--- src/rtl/sound_player_pkg.sv ---
// Shared constants for the sound player: event codes, FSM states, default tone table.
package sound_pkg;

   typedef enum logic [2:0] {
      SND_NONE   = 3'd0,
      SND_WALL   = 3'd1,
      SND_HIT    = 3'd2,
      SND_BREAK  = 3'd3,
      SND_PADDLE = 3'd4
   } snd_code_e;

   localparam logic [0:0] IDLE = 1'b0;
   localparam logic [0:0] PLAY = 1'b1;

   localparam int unsigned DURATION_DEF = 5_000_000;
   localparam int unsigned HP_WALL_DEF   = 56_818;
   localparam int unsigned HP_HIT_DEF    = 47_801;
   localparam int unsigned HP_BREAK_DEF  = 37_936;
   localparam int unsigned HP_PADDLE_DEF = 95_420;

   function automatic int unsigned max4(input int unsigned a, input int unsigned b,
                                        input int unsigned c, input int unsigned d);
      int unsigned m;
      m = a;
      if (b > m) m = b;
      if (c > m) m = c;
      if (d > m) m = d;
      return m;
   endfunction

endpackage

--- src/rtl/sound_player_if.sv ---
// Ball-logic side of the sound player: event code and mute in, speaker and busy out.
interface sound_player_if;
   logic [2:0] sound_code;
   logic       mute;
   logic       speaker;
   logic       busy;

   modport master (output sound_code, output mute, input speaker, input busy);
   modport slave  (input sound_code, input mute, output speaker, output busy);
endinterface

--- src/rtl/sound_player_tone_gen.sv ---
// Square-wave generator: reloads on load, toggles every half_period cycles while enabled.
module tone_gen #(
   parameter int W = 17
) (
   input  logic         clk_50mh,
   input  logic         reset,
   input  logic         load,
   input  logic [W:0]   half_period,
   input  logic         enable,
   output logic         out
);

   logic [W-1:0] hp_cnt_q, hp_cnt_d;
   logic         tone_q, tone_d;
   logic [W-1:0] reload;

   // half_period carries one extra bit so a power-of-two period still fits
   assign reload = W'(half_period - 1'b1);

   always_comb begin
      hp_cnt_d = hp_cnt_q;
      tone_d   = tone_q;
      if (load) begin
         hp_cnt_d = reload;
         tone_d   = 1'b0;
      end else if (enable) begin
         if (hp_cnt_q == '0) begin
            hp_cnt_d = reload;
            tone_d   = ~tone_q;
         end else begin
            hp_cnt_d = hp_cnt_q - 1'b1;
         end
      end else begin
         hp_cnt_d = '0;
         tone_d   = 1'b0;
      end
   end

   always_ff @(posedge clk_50mh) begin
      if (reset) begin
         hp_cnt_q <= '0;
         tone_q   <= 1'b0;
      end else begin
         hp_cnt_q <= hp_cnt_d;
         tone_q   <= tone_d;
      end
   end

   assign out = tone_q;

endmodule

--- src/rtl/sound_player.sv ---
// Turns ball-domain sound event codes into fixed-length square-wave tones on the speaker.
//   state | meaning
//   IDLE  | silent, waiting for a new code in 1..4
//   PLAY  | tone running, duration counter active; a new code restarts it
module sound_player
   import sound_pkg::*;
#(
   parameter int unsigned DURATION_CYCLES = DURATION_DEF,
   parameter int unsigned HP_1 = HP_WALL_DEF,
   parameter int unsigned HP_2 = HP_HIT_DEF,
   parameter int unsigned HP_3 = HP_BREAK_DEF,
   parameter int unsigned HP_4 = HP_PADDLE_DEF
) (
   input  logic          clk_50mh,
   input  logic          reset,
   sound_player_if.slave bus
);

   localparam int unsigned HP_MAX = max4(HP_1, HP_2, HP_3, HP_4);
   localparam int HP_W  = $clog2(HP_MAX);
   localparam int HPI_W = HP_W + 1;
   localparam int DUR_W = $clog2(DURATION_CYCLES);

   logic [2:0]       s1_q, s1_d, s2_q, s2_d, prev_q, prev_d;
   logic [0:0]       state_q, state_d;
   logic [DUR_W-1:0] dur_cnt_q, dur_cnt_d;
   logic [HPI_W-1:0] hp_sel_q, hp_sel_d;
   logic             trigger;
   logic             tone;

   // Only a change of the synchronized level to a playable code starts a tone
   assign trigger = (s2_q != prev_q) && (s2_q >= 3'd1) && (s2_q <= 3'd4);

   always_comb begin
      s1_d      = bus.sound_code;
      s2_d      = s1_q;
      prev_d    = s2_q;
      hp_sel_d  = hp_sel_q;
      state_d   = state_q;
      dur_cnt_d = dur_cnt_q;
      if (trigger) begin
         case (s2_q)
            SND_WALL:  hp_sel_d = HPI_W'(HP_1);
            SND_HIT:   hp_sel_d = HPI_W'(HP_2);
            SND_BREAK: hp_sel_d = HPI_W'(HP_3);
            default:   hp_sel_d = HPI_W'(HP_4);
         endcase
         state_d   = PLAY;
         dur_cnt_d = DUR_W'(DURATION_CYCLES - 1);
      end else if (state_q == PLAY) begin
         if (dur_cnt_q == '0) state_d   = IDLE;
         else                 dur_cnt_d = dur_cnt_q - 1'b1;
      end
   end

   always_ff @(posedge clk_50mh) begin
      if (reset) begin
         s1_q      <= '0;
         s2_q      <= '0;
         prev_q    <= '0;
         state_q   <= IDLE;
         dur_cnt_q <= '0;
         hp_sel_q  <= '0;
      end else begin
         s1_q      <= s1_d;
         s2_q      <= s2_d;
         prev_q    <= prev_d;
         state_q   <= state_d;
         dur_cnt_q <= dur_cnt_d;
         hp_sel_q  <= hp_sel_d;
      end
   end

   // Enable follows the next state so the tone clears on the same edge busy falls
   tone_gen #(.W(HP_W)) u_tone_gen (
      .clk_50mh    (clk_50mh),
      .reset       (reset),
      .load        (trigger),
      .half_period (hp_sel_d),
      .enable      (state_d == PLAY),
      .out         (tone)
   );

   assign bus.speaker = tone & ~bus.mute;
   assign bus.busy    = (state_q == PLAY);

endmodule

--- src/flat_wrapper.sv ---
// flat-port wrapper written by rule: the top's interface ports become plain ports
module sound_player_flat import sound_pkg::*;
#(
   parameter int unsigned DURATION_CYCLES = DURATION_DEF,
   parameter int unsigned HP_1 = HP_WALL_DEF,
   parameter int unsigned HP_2 = HP_HIT_DEF,
   parameter int unsigned HP_3 = HP_BREAK_DEF,
   parameter int unsigned HP_4 = HP_PADDLE_DEF
)
  (clk_50mh, reset, bus_sound_code, bus_mute, bus_speaker, bus_busy);
  sound_player_if bus_i ();
  input  logic clk_50mh;
  input  logic reset;
  input wire logic [$bits(bus_i.sound_code)-1:0] bus_sound_code;
  input wire logic [$bits(bus_i.mute)-1:0] bus_mute;
  output wire logic [$bits(bus_i.speaker)-1:0] bus_speaker;
  output wire logic [$bits(bus_i.busy)-1:0] bus_busy;
  assign bus_i.sound_code = bus_sound_code;
  assign bus_i.mute = bus_mute;
  assign bus_speaker = bus_i.speaker;
  assign bus_busy = bus_i.busy;
  sound_player #(.DURATION_CYCLES(DURATION_CYCLES), .HP_1(HP_1), .HP_2(HP_2), .HP_3(HP_3), .HP_4(HP_4)) u_core (.clk_50mh(clk_50mh), .reset(reset), .bus(bus_i));
endmodule
--- config.mk ---
export PLATFORM = sky130hd
export DESIGN_NAME = sound_player_flat
export DESIGN_NICKNAME = d
export VERILOG_FILES = /design/src/rtl/sound_player_pkg.sv /design/src/rtl/sound_player_if.sv /design/src/rtl/sound_player_tone_gen.sv /design/src/rtl/sound_player.sv /design/src/flat_wrapper.sv
export SDC_FILE = /design/constraint.sdc
export NUM_CORES = 1
export LEC_CHECK = 0
export ABC_AREA = 1
export CORE_ASPECT_RATIO = 1.1
export CORE_MARGIN = 2
export CORE_UTILIZATION = 25
export CTS_CLUSTER_SIZE = 40
export DETAILED_ROUTE_END_ITERATION = 16
export HOLD_SLACK_MARGIN = 0.06
export PLACE_DENSITY = 0.44
export SLEW_MARGIN = 20
export SYNTH_ARGS = -nofsm -noshare
export SYNTH_HDL_FRONTEND = slang
export SYNTH_SLANG_ARGS = --single-unit
--- constraint.sdc ---
create_clock -name clk_50mh -period 2.65 [get_ports clk_50mh]
set_input_delay 0.6625 -clock clk_50mh [delete_from_list [all_inputs] [get_ports clk_50mh]]
set_output_delay 0.6625 -clock clk_50mh [all_outputs]
set_load 0.005 [all_outputs]
# After elaboration in Yosys (flattened, before gate mapping)
# Cells that the tools add are included.
[op_classes]
add_sub_neg = 3
order_cmp = 2
n_bitwise = 5
eq_ne = 5
n_reduce_logical = 9
muxes = 11
[ops]
columns = ["op", "count"]
rows = [
  ["$mux 23", 3],
  ["$mux 17", 3],
  ["$pmux 17 s3", 1],
  ["$sub 17x1->17 const B", 2],
  ["$logic_not 23->1", 1],
  ["$sub 23x1->23 const B", 1],
  ["$mux 18", 1],
  ["$logic_not 17->1", 1],
  ["$eq 3x2->1 const B", 2],
  ["$not 1->1", 4],
  ["$reduce_and 2->1", 2],
  ["$eq 3x1->1 const B", 1],
  ["$ge 3x1->1 const B", 1],
  ["$le 3x3->1 const B", 1],
  ["$mux 1", 3],
  ["$ne 3x3->1", 1],
  ["$reduce_or 3->1", 1],
  ["$logic_and 1x1->1", 2],
  ["$ne 2x1->1 const B", 1],
  ["$reduce_bool 2->1", 1],
  ["$reduce_or 2->1", 1],
  ["$and 1x1->1", 1],
]
[totals]
reg_bits = 69
out_inout_bits = 2
inputBits = 6
word_cells = 44

# Longest topological paths before layout
[depth]
ltp_word = 8
depth_mapped = 20
mapped_depth_nobuf = 19

# Modules after synthesis
# From an unflattened synthesis, not the netlist that was laid out.
[hier_totals]
cells_unflattened = 667
area_unflattened_um2 = 4286.6
[modules_own_cells]
columns = ["module", "n_inst", "area_per_inst_um2", "cells_per_inst", "seq_area_each_um2"]
rows = [
  ["sound_player", 1, 2650.0, 390, 1021.0],
  ["tone_gen", 1, 1636.6, 277, 360.3],
]

# Worst setup path before layout
# OpenSTA, ideal clock, no wires.
[synth_timing]
path_type = "reg2reg"
from = "reg u_core.s2_q[1], in the netlist u_core.prev_d[1]"
to = "reg u_core.u_tone_gen.hp_cnt_q[10]"
path_buffers = 1
setup_slack_ps = 448
required_time_ps = 2541
path_stages_with_launch = 21
period_less_slack_ps = 2202
arrival_ps = 2093
setup_time_ps = 109
path_cell_list = "dfxtp_1 > inv_2 > nand2_1 > nand2_2 > nor2_4 > nand2_2 > nand3_2 > buf_6 > nand2_1 > nand2_1 > inv_1 > ha_1 > inv_1 > nor2_1 > nand3_1 > nor2_4 > nand2_1 > xnor2_1 > nand2_1 > nand2_1 > inv_1"
[synth_via]
elab_chain_len = 8
word_cells_on_any_way = 15
classes_between = "1 x add/sub; 2 x order compare; 4 x eq/ne; 6 x mux; 2 x reduce/logical"
[synth_lines]
columns = ["element", "line", "source"]
rows = [
  ["from (decl)", "sound_player.sv:24", "logic [2:0] s1_q, s1_d, s2_q, s2_d, prev_q, prev_d;"],
  ["from (signal assigned)", "sound_player.sv:59", "s2_q <= '0;"],
  ["from (signal assigned)", "sound_player.sv:66", "s2_q <= s2_d;"],
  ["$ge 3x1->1 or $ne 3x3->1 (tied branches)", "sound_player.sv:32", "assign trigger = (s2_q != prev_q) && (s2_q >= 3'd1) && (s2_q <= 3'd4);"],
  ["$logic_and 1x1->1 (2 in a row)", "sound_player.sv:32", ""],
  ["$mux 18", "sound_player.sv:41", "if (trigger) begin"],
  ["$sub 17x1->17", "sound_player_tone_gen.sv:18", "assign reload = W'(half_period - 1'b1);"],
  ["$mux 17", "sound_player_tone_gen.sv:27", "if (hp_cnt_q == '0) begin"],
  ["$mux 17", "sound_player_tone_gen.sv:26", "end else if (enable) begin"],
  ["$mux 17 *", "sound_player_tone_gen.sv:23", "if (load) begin"],
  ["to (signal assigned)", "sound_player_tone_gen.sv:44", "hp_cnt_q <= hp_cnt_d;"],
  ["to (decl)", "sound_player_tone_gen.sv:13", "logic [W-1:0] hp_cnt_q, hp_cnt_d;"],
]
# Every way passes the cells marked *; elsewhere a longest branch is shown, timed or not.
# A chain may end at the register's enable or synchronous reset.

# Worst setup path after layout
[layout_timing]
from = "reg u_core.s2_q[2], in the netlist u_core.prev_d[2]"
to = "reg u_core.u_tone_gen.hp_cnt_q[10]"
# The elaborated chain is that of the path after synthesis.

==> reports/qor.txt <==
=================================================================================
Endpoint required time on the critical path                               2.89 ns
Combined area of all synthesized cells                               0.003765 sq mm
Internal portion of total power                                           2208 uW
Fillers                                                                      1662
Status                                                               finished clean
GR Util All Layers                                                         0.1331
Reported net switching power                                              1365 uW
Clock power frac                                                            0.308
Sequential Power Share                                                      0.336
Source-to-sink clock delay at the later pin of the worst-skew pair        0.34 ns
Instance count of the mapped netlist                                          577
Postcts setup bufs                                                              0
Max Buffers Root-to-Sink                                                        2
CTS tree                                                                      yes
Slowest cell delay on critical path                                       0.44 ns
Unique cell type count in the Yosys netlist                                    37
Fin crit share                                                             0.8885
Final clock skew                                                      0.006685 ns
DRC violation count after routing                                               0
Final core area utilization                                                0.2936
Startpoint-to-endpoint class of the critical path                         reg2reg
Cell area power density                                              818.0 mW/mm^2
Antenna diode count                                                             0
Leakage dissipation                                                   0.002121 uW
Highest Clock Rate                                                      424.7 MHz
Boundary Pins                                                                   8
Drt total wl                                                              9850 um
Ratio of cells with drive above 1 in the final layout                     0.09060
Post-place instance area                                             0.004071 sq mm
Wire length of the first global-routing pass                             16900 um
Hold Violations, Final                                                          0
Minimum period implied by the final worst setup slack                    2.355 ns
Initial antenna violation count                                                 0
Total clock sinks                                                              68
Number of failing setup endpoints in the final timing report                    0
Most used cell, CP                                                   sky130_fd_sc_hd__nand2_1
Portion of the post-synthesis area used by sequential elements             0.3616
Crit path cell chain                                                 inv_1 > nand3_1 > nand3_4 > nand2_1 > nand2_1 > inv_1 > ha_1 > inv_1 > nor2_2 > nand3_2 > nor2_4 > nand2_1 > xnor2_1 > nand2_1 > nand2_1 > inv_1
Synth-to-layout area growth                                                16.02%
Top fanout value on the critical path                                           7
Setup repair after global routing missed its margin                           yes
Routed wire length per instance                                          12.44 um
Final max-slew violation count                                                  0
Reg clk slew, reported paths                                              0.06 ns
Die boundary height                                                      132.7 um
Slowest cell on the critical path                                    sky130_fd_sc_hd__dfxtp_1
Drt first pass iters                                                            5
Remaining Overflow, GRT                                                         0
Yosys warning total                                                             0
Final design area excluding fillers                                  0.004368 sq mm
Critical Path Source Type                                               flip-flop
Starting density of the core                                               0.2530
Area of the core                                                     0.01488 sq mm
Setup crit end kind                                                     flip-flop
Max-cap violation count                                                         0
Actual slew at the worst max-slew pin                                   0.7127 ns
Rel. slew slack                                                            0.5212
Routability-driven placement congestion ratio                              0.8555
CTS root buffer                                                      sky130_fd_sc_hd__clkbuf_16
Number of buffers inserted by port buffering                                    7
Iter 0 DRT Violations                                                         167
Fin Hold WS                                                             0.3947 ns
Flip-flop and latch count after synthesis                                      68
Via-to-Cell Ratio                                                           4.443
Number of placement rows                                                       47
Pin count of the biggest net entering global routing                           32
X dimension of the die                                                   121.0 um
Number of global-route vias before repair                                    3555
TritonCTS Buffers                                                               9
Post-route ant nets                                                             0
Max IR drop VDD                                                         0.3173 mV
Net count reported at finish                                                  600
H-tree level count                                                              3
DPL Wire Length                                                           7539 um
Logic pwr share                                                             0.355
Avg Cell Area, Syn                                                    6.525 sq um
Proportion of total power due to net switching                             0.3822
Via Count                                                                    3519
Die ar.                                                              0.01606 sq mm
Number of nets in the synthesized netlist                                     586
Worst min path class                                                      reg2reg
Data arrival, critical path                                               2.59 ns
=================================================================================
[synthesized netlist by cell type (all sizes together)]
master | n | share of area
nor3 | 17 | 0.023
ha | 3 | 0.010
nand4 | 12 | 0.020
clkbuf | 6 | 0.0060
a21oi | 25 | 0.034
a221oi | 1 | 0.0023
buf | 7 | 0.014
and3 | 1 | 0.0017
xor2 | 20 | 0.047
inv | 99 | 0.099
o21bai | 2 | 0.0040
a31oi | 2 | 0.0033
nand3b | 3 | 0.0060
o31ai | 1 | 0.0020
o211ai | 1 | 0.0020
o21ai | 28 | 0.038
nor4 | 6 | 0.012
dfxtp | 68 | 0.36
nand3 | 41 | 0.057
xnor2 | 6 | 0.014
a21o | 1 | 0.0020
nand2 | 131 | 0.14
or2 | 2 | 0.0033
nor2 | 93 | 0.10
a211oi | 1 | 0.0020
[layer usage]
layer	global-route usage	vias to the layer above	routed length [um]
met5	0	-	0
met4	0.05491	0	264
met3	0.04224	17	378
met2	0.2310	48	4800
met1	0.1490	1613	4406
li1	-	1841	-
[power groups by stage]
stage | Sequential, uW | Combinational, uW | Clock [uW]
global route | 1210 | 1470 | 1180
CTS | 1200 | 1280 | 1140
global placement | 1220 | 1270 | 0
finish | 1200 | 1270 | 1100
floorplan | 1200 | 969 | 0
detailed placement | 1220 | 1270 | 0
[cells by family (layout without fill, tap and decap cells)]
family | Yosys count | after routing | share of synthesized area
fa+ha+maj | 3 | 3 | 0.009971
buf+inv | 112 | 131 | 0.1190
xor+xnor | 26 | 26 | 0.06049
compound gates | 62 | 62 | 0.09006
simple gates | 306 | 306 | 0.3589
flops | 68 | 68 | 0.3616
[per-stage QoR]
| stage | setup TNS [ns] | std cells | setup slack (ns) | total power (uW) |
|---|---|---|---|---|
| 3_5_place_dp | 0 | 776 | 0.1399 | 2492 |
| 2_1_floorplan | 0 | 577 | 0.4485 | 2165 |
| 6_report | 0 | 792 | 0.2954 | 3573 |
| 3_3_place_gp | 0 | 776 | 0.1826 | 2495 |
| 5_1_grt | -0.01585 | 792 | -0.01585 | 3862 |
| 4_1_cts | 0 | 792 | 0.1230 | 3618 |
[cells in the final DEF (no fill, tap or decap), types with 2 or more instances in the layout]
cell type                         netlist  layout
sky130_fd_sc_hd__buf_4                  1       9
sky130_fd_sc_hd__ha_1                   3       3
sky130_fd_sc_hd__nand4_1               12      12
sky130_fd_sc_hd__dfxtp_2                0       2
sky130_fd_sc_hd__nand3b_1               3       3
sky130_fd_sc_hd__clkinvlp_4             0       2
sky130_fd_sc_hd__inv_1                 97      96
sky130_fd_sc_hd__nand3_2                2       2
sky130_fd_sc_hd__nor4_1                 5       5
sky130_fd_sc_hd__nand3_1               39      38
sky130_fd_sc_hd__nor3_1                17      17
sky130_fd_sc_hd__nor2_1                87      84
sky130_fd_sc_hd__a21oi_1               24      24
sky130_fd_sc_hd__or2_2                  2       2
sky130_fd_sc_hd__clkbuf_16              0       9
sky130_fd_sc_hd__xnor2_1                6       6
sky130_fd_sc_hd__clkdlybuf4s50_1        0       7
sky130_fd_sc_hd__o21ai_0               26      26
sky130_fd_sc_hd__clkinv_2               0       4
sky130_fd_sc_hd__nand2_2                8       8
sky130_fd_sc_hd__inv_2                  2       2
sky130_fd_sc_hd__nor2_4                 3       3
sky130_fd_sc_hd__o21bai_1               2       2
sky130_fd_sc_hd__nor2_2                 3       6
sky130_fd_sc_hd__dfxtp_1               68      66
sky130_fd_sc_hd__xor2_1                20      20
sky130_fd_sc_hd__a31oi_1                2       2
sky130_fd_sc_hd__nand2_1              123     123
[worst paths after layout]
path / cells after the start / slack (ns) / start / end
setup / recovery: 16 / 0.30 / u_core.prev_d[2] / u_core.u_tone_gen.hp_cnt_q[10]
setup reg to reg: 16 / 0.30 / u_core.prev_d[2] / u_core.u_tone_gen.hp_cnt_q[10]
hold reg to reg: 2 / 0.39 / u_core.s1_q[1] / u_core.prev_d[1]
hold / removal: 2 / 0.39 / u_core.s1_q[1] / u_core.prev_d[1]
[flip-flops by register name, summed over array words and instances, names as in the netlist]
| register | flops |
|---|---|
| u_core.hp_sel_q | 17 |
| u_core.u_tone_gen.hp_cnt_q | 17 |
| u_core.u_tone_gen.out | 1 |
| u_core.dur_cnt_q | 23 |
| u_core.prev_d | 3 |
| u_core.prev_q | 3 |
| u_core.s1_q | 3 |
| u_core.bus.busy | 1 |
[critical path, delay by kind of cell (launching register included)]
family,cells,cell delay (ns)
XOR/XNOR,1,0.14
adder cells (fa/ha/maj),1,0.17
buffers and inverters,4,0.33
flip-flops,1,0.44
AND/OR/NAND/NOR,10,1.17
[cell type report]
class	instances	area (sq um)	area share
multi-input cells	397	1976	0.4523
flip-flops and latches	68	1364	0.3122
inverters	99	375.4	0.08594
well taps	196	245.2	0.05614
clock buffers	11	242.7	0.05557
repair buffers	16	137.6	0.03151
clock inverters	5	27.53	0.006302
[timing repair]
item,in CTS,in global routing
endpoints found under the setup margin,0,12
hold endpoints to repair,0,0
hold buffers,0,0
resized for setup,0,8
(Power assumes the default switching activity.)
